**src/rtl/ofdm_frame_sched.sv**
```systemverilog
`timescale 1ns/1ps
// OFDM frame scheduler: walks preamble then data symbols, tags each subcarrier slot and pops QAM/pilot sources.
// Latency: sop one cycle after start; backpressure: slot and all outputs hold while ready_in is low.
module ofdm_frame_sched #(
    parameter int N_FFT      = 2048,
    parameter int GUARD_LO   = 100,
    parameter int GUARD_HI   = 100,
    parameter int PILOT_STEP = 12,
    parameter int N_PRE      = 1,
    parameter int N_DATA     = 8
) (
    input  logic                     clk,
    input  logic                     res,
    input  logic                     en,
    input  logic                     start,
    input  logic                     ready_in,
    input  logic                     data_valid,
    output logic                     valid_out,
    output logic [1:0]               sel,
    output logic [$clog2(N_FFT)-1:0] count,
    output logic [7:0]               sym,
    output logic                     pilot_sign,
    output logic                     data_req,
    output logic                     pilot_req,
    output logic                     sop,
    output logic                     eos,
    output logic                     eof,
    output logic                     busy
);

    localparam int CW = $clog2(N_FFT);
    localparam int PW = (PILOT_STEP > 1) ? $clog2(PILOT_STEP) : 1;

    localparam logic [CW-1:0] K_LAST   = CW'(N_FFT - 1);
    localparam logic [CW-1:0] K_DC     = CW'(N_FFT / 2);
    localparam logic [CW-1:0] K_HI     = CW'(N_FFT - 1 - GUARD_HI);
    localparam logic [CW-1:0] K_LO     = CW'(GUARD_LO);
    localparam logic [PW-1:0] PH_LAST  = PW'(PILOT_STEP - 1);
    localparam logic [7:0]    PRE_LAST = 8'(N_PRE - 1);
    localparam logic [7:0]    SYM_LAST = 8'(N_PRE + N_DATA - 1);

    localparam logic [1:0] SEL_NULL   = 2'd0;
    localparam logic [1:0] SEL_PREAMB = 2'd1;
    localparam logic [1:0] SEL_PILOT  = 2'd2;
    localparam logic [1:0] SEL_DATA   = 2'd3;

    typedef enum logic [1:0] {
        S_IDLE = 2'd0,
        S_PRE  = 2'd1,
        S_BODY = 2'd2
    } state_t;

    state_t        state;
    state_t        state_nxt;
    logic [6:0]    lfsr;
    logic [PW-1:0] phase;
    logic          accept;
    logic          last_slot;
    logic          last_frame;
    logic          null_slot;

    assign accept     = valid_out & ready_in;
    assign last_slot  = (count == K_LAST);
    assign last_frame = last_slot & (sym == SYM_LAST);
    assign null_slot  = (count < K_LO) | (count > K_HI) | (count == K_DC);

    always_ff @(posedge clk or negedge res) begin
        if (!res) begin
            state <= S_IDLE;
        end else if (en) begin
            state <= state_nxt;
        end
    end

    always_comb begin
        state_nxt = state;
        case (state)
            S_IDLE:  if (start) state_nxt = S_PRE;
            S_PRE:   if (accept && last_slot && sym == PRE_LAST) state_nxt = S_BODY;
            S_BODY:  if (accept && last_frame) state_nxt = S_IDLE;
            default: state_nxt = S_IDLE;
        endcase
    end

    // Phase tracks (count - GUARD_LO) mod PILOT_STEP for the slot on display, so no divider is needed.
    always_ff @(posedge clk or negedge res) begin
        if (!res) begin
            count <= '0;
            sym   <= '0;
            lfsr  <= 7'h7F;
            phase <= '0;
        end else if (en) begin
            if (state == S_IDLE) begin
                if (start) begin
                    count <= '0;
                    sym   <= '0;
                    lfsr  <= 7'h7F;
                    phase <= '0;
                end
            end else if (accept) begin
                if (last_slot) begin
                    count <= '0;
                    phase <= '0;
                    sym   <= last_frame ? 8'd0 : sym + 8'd1;
                    if (state == S_BODY) begin
                        lfsr <= {lfsr[5:0], lfsr[6] ^ lfsr[3]};
                    end
                end else begin
                    count <= count + CW'(1);
                    if (count < K_LO || phase == PH_LAST) begin
                        phase <= '0;
                    end else begin
                        phase <= phase + PW'(1);
                    end
                end
            end
        end
    end

    always_comb begin
        sel = SEL_NULL;
        case (state)
            S_PRE: sel = SEL_PREAMB;
            S_BODY: begin
                if (null_slot) begin
                    sel = SEL_NULL;
                end else if (phase == '0) begin
                    sel = SEL_PILOT;
                end else begin
                    sel = SEL_DATA;
                end
            end
            default: sel = SEL_NULL;
        endcase
        busy       = (state != S_IDLE);
        // Only DATA slots wait on the QAM source; everything else flows regardless.
        valid_out  = en & busy & ((sel != SEL_DATA) | data_valid);
        data_req   = valid_out & ready_in & (sel == SEL_DATA);
        pilot_req  = valid_out & ready_in & (sel == SEL_PILOT);
        sop        = valid_out & (sym == 8'd0) & (count == '0);
        eos        = valid_out & last_slot;
        eof        = valid_out & last_frame;
        pilot_sign = busy & lfsr[6];
    end

endmodule

```
**config.mk**
```make
export PLATFORM = sky130hd
export DESIGN_NAME = ofdm_frame_sched
export DESIGN_NICKNAME = d
export VERILOG_FILES = /design/src/rtl/ofdm_frame_sched.sv
export SDC_FILE = /design/constraint.sdc
export NUM_CORES = 1
export LEC_CHECK = 0
export CORE_MARGIN = 4
export CORE_UTILIZATION = 44
export DETAILED_ROUTE_END_ITERATION = 6
export PLACE_DENSITY = 0.68
export SLEW_MARGIN = 25
export SYNTH_ARGS = -nofsm -noshare
export SYNTH_HDL_FRONTEND = slang
export SYNTH_SLANG_ARGS = --single-unit
```
**constraint.sdc**
```tcl
create_clock -name clk -period 6.35 [get_ports clk]
set_clock_uncertainty 0.1 [all_clocks]
set_input_delay 1.905 -clock clk [delete_from_list [all_inputs] [get_ports clk]]
set_output_delay 1.905 -clock clk [all_outputs]
set_load 0.05 [all_outputs]
```
==> impl_metrics.py <==
metrics = {
    "timing": {
        "setup_viol": 0,
        "hold_ws_ps": 418,
        "rsz0062_at_grt": "false",
        "relSlewSlack_pct": 53.2,
        "fin_setup_tns_ps": 0,
        "worstMarginPinSlew_ps": 696,
        "max_freq_mhz": 171,
        "fin_crit_sh_pct": 92.0,
        "hold_viol": 0,
        "final.min_clock_period_ps": 5840,
        "slew_viol_final": 0,
    },
    "outcome": {
        "status": "finished, final reports clean",
    },
    "pwr": {
        "p_per_area_nw_per_um2": 315,
        "p_leak_nw": 1.10,
        "power.total_uw": 832,
        "vdd_drop_max_mv": 0.158,
    },
    "critical_path": {
        "start_kind": "primary input",
        "rr_worst_depth": 7,
        "crit_arrival_ps": 3840,
        "critPathLaunch": "en",
        "r2r_slack_ps": 3770,
        "cp.required_ps": 4350,
        "cp_max_fo": 7,
        "crit_type": "in -> out",
        "r2r-start": "state[0]",
        "reg2reg_to": "lfsr[5]",
        "critPathCaptureType": "output port",
    },
    "min_path": {
        "hold_path_class": "reg -> reg",
        "hp-start": "lfsr[2]",
        "holdPathEnd": "lfsr[2]",
        "worstHoldPathCells": 1,
    },
    "drt": {
        "drc": 0,
        "ant_nets": 0,
        "drt_first_pass_iters": 4,
        "via_per_inst": 5.48,
        "vias": 1879,
        "drt-initial-drc-count": 104,
        "wire_per_inst_um": 14.8,
        "drt-total-wl_mm": 5.06,
    },
    "die": {
        "dieArea_um2": 6020,
        "core-area_um2": 4720,
        "ios": 35,
        "start_util_pct": 45.1,
        "dieWidth_um": 77.6,
        "die_height_um": 77.6,
        "rows": 25,
    },
    "clocking": {
        "cts_root_buffer": "clkbuf_8",
        "cts.path.max_buffers": 2,
        "ctsResizeCount": 0,
        "cts_tree": "built",
        "cts_hold_buf": 0,
        "clkTransAtPathRegs_ps": 70,
        "clock_latency_ps": 290,
        "clock-sinks": 32,
        "htree_levels": 2,
        "cts_buffers": 5,
        "cts_setup_buffers": 0,
    },
    "place": {
        "io_buffers": 34,
        "gp_congestion": 0.914,
        "hpwl_mm": 3.64,
    },
    "synth": {
        "ys_types": 48,
        "syn_inst": 240,
        "syn-num-nets": 255,
        "synth.area.top_cells": "dfrtp_1 (29%), dfstp_2 (8.6%), nand2_1 (5.6%)",
        "synth_top_area_share_pct": 29.3,
        "synth_area_per_cell_um2": 8.88,
        "syn_area_um2": 2130,
        "ys.flop_type": "dfrtp_1",
        "synth-edff-count": 0,
        "synth_area_leader_cell": "dfrtp_1",
        "yosys_warnings": 0,
        "ys_seq_area_share_pct": 38.0,
        "synthArstFlopShare_pct": 100,
        "yosys_register_bits": 32,
    },
    "layout": {
        "fin_nets": 290,
        "num_antenna_cells": 0,
        "n_fill_cell": 439,
        "areaGrowthSynthToFinish_pct": 23.9,
        "drive_gt1_share_pct": 10.5,
        "fin_util_pct": 55.9,
    },
    "flow_run": {
        "max_cap_viol_count": 0,
    },
    "global_routing": {
        "grt_pass1_vias": 1804,
        "grt_start_max_net_pins": 33,
        "antenna_found_initial": 0,
        "grtUsageTotal_pct": 18.3,
        "grt_overflow": 0,
        "grt_pass1_wl_mm": 8.80,
    },
}
-- how the worst max path moves through the flow --
| stage | to | slack, ps | cells after the start |
|---|---|---|---|
| after floorplan | eof | 410 | 5 |
| after global placement | data_req | 600 | 4 |
| after detailed placement | data_req | 570 | 4 |
| after CTS | data_req | 560 | 4 |
| after global routing | data_req | 360 | 4 |
| final | data_req | 510 | 4 |
-- cells in the final DEF (no fill, tap or decap), types with 2 or more instances in the layout --
cell type / n
a211oi_1: 4
a21oi_1: 11
a21oi_4: 2
and2_1: 2
and3_1: 6
and4_1: 2
buf_4: 4
clkbuf_8: 5
clkdlybuf4s50_1: 32
dfrtp_1: 25
dfstp_2: 7
ha_1: 9
inv_1: 13
mux2_2: 4
mux2i_1: 8
nand2_1: 32
nand2b_1: 8
nand3_1: 16
nand3b_1: 3
nand4_1: 3
nor2_1: 10
nor2b_1: 3
nor3_1: 13
nor4_1: 3
o21a_1: 3
o21ai_0: 13
o22a_1: 7
o2bb2ai_1: 2
o31ai_1: 3
xor2_1: 3
-- routing by layer --
metal  GRT usage [%]  up-vias  share of wire [%]
met5               0        -                  0
li1                -      940                  -
met2            27.4       44                 44
met1            24.9      886                 49
met3            4.41        9                4.1
met4            8.01        0                2.1
-- cells in the mapped netlist (all sizes together), types with 2 or more instances --
cell type  number
nand2          32
dfrtp          25
nand3          16
a21oi          14
inv            13
nor3           13
o21ai          13
nor2           10
ha              9
mux2i           8
nand2b          8
dfstp           7
o22a            7
and3            6
buf             5
a211oi          4
mux2            4
nand4           4
nor4            4
clkbuf          3
nand3b          3
nor2b           3
o21a            3
o31ai           3
xor2            3
and2            2
and4            2
nor4b           2
o2bb2ai         2
-- cell families after synthesis --
group / Yosys count / share of synthesized area, %
AND/OR/NAND/NOR: 109 / 28.0
adder cells (fa/ha/maj): 9 / 5.28
AO/OA/AOI/OAI: 53 / 17.1
multiplexers: 12 / 5.87
XOR/XNOR: 3 / 1.23
flip-flops: 32 / 38.0
buffers and inverters: 22 / 4.52
-- critical path: stages --
cell	delay, ps
clkdlybuf4s50_1	640
nand3b_1	250
nor3_1	220
clkdlybuf4s50_1	830
-- per-stage QoR --
stage               setup slack (ps)  cells  area [um2]
floorplan                        411    240        2130
global placement                 601    335        2520
detailed placement               571    335        2520
CTS                              563    343        2630
global route                     361    343        2640
finish                           507    343        2640
-- state kept, by name, summed over array words and instances (netlist names) --
register  flops
lfsr          7
count        11
phase         4
state         2
sym           8
-- power breakdown --
part / internal (mW) / switching [mW] / total, mW / leakage, nW
clock network: 0.116 / 0.0824 / 0.199 / 0.0541
logic: 0.123 / 0.198 / 0.321 / 0.636
registers: 0.263 / 0.0499 / 0.313 / 0.408
total: 0.501 / 0.331 / 0.832 / 1.10
-- area by class of cell --
type                       instances  area [um2]  area share [%]
clock inverter                     3        42.5            1.61
clock buffer                       5        68.8            2.61
inverter                          14        52.6            1.99
multi-input combinational        186        1230            46.7
tap                               67        83.8            3.17
timing repair buffer              36         350            13.3
sequential                        32         810            30.6
No activity file was read; power rests on OpenSTA's default activity.
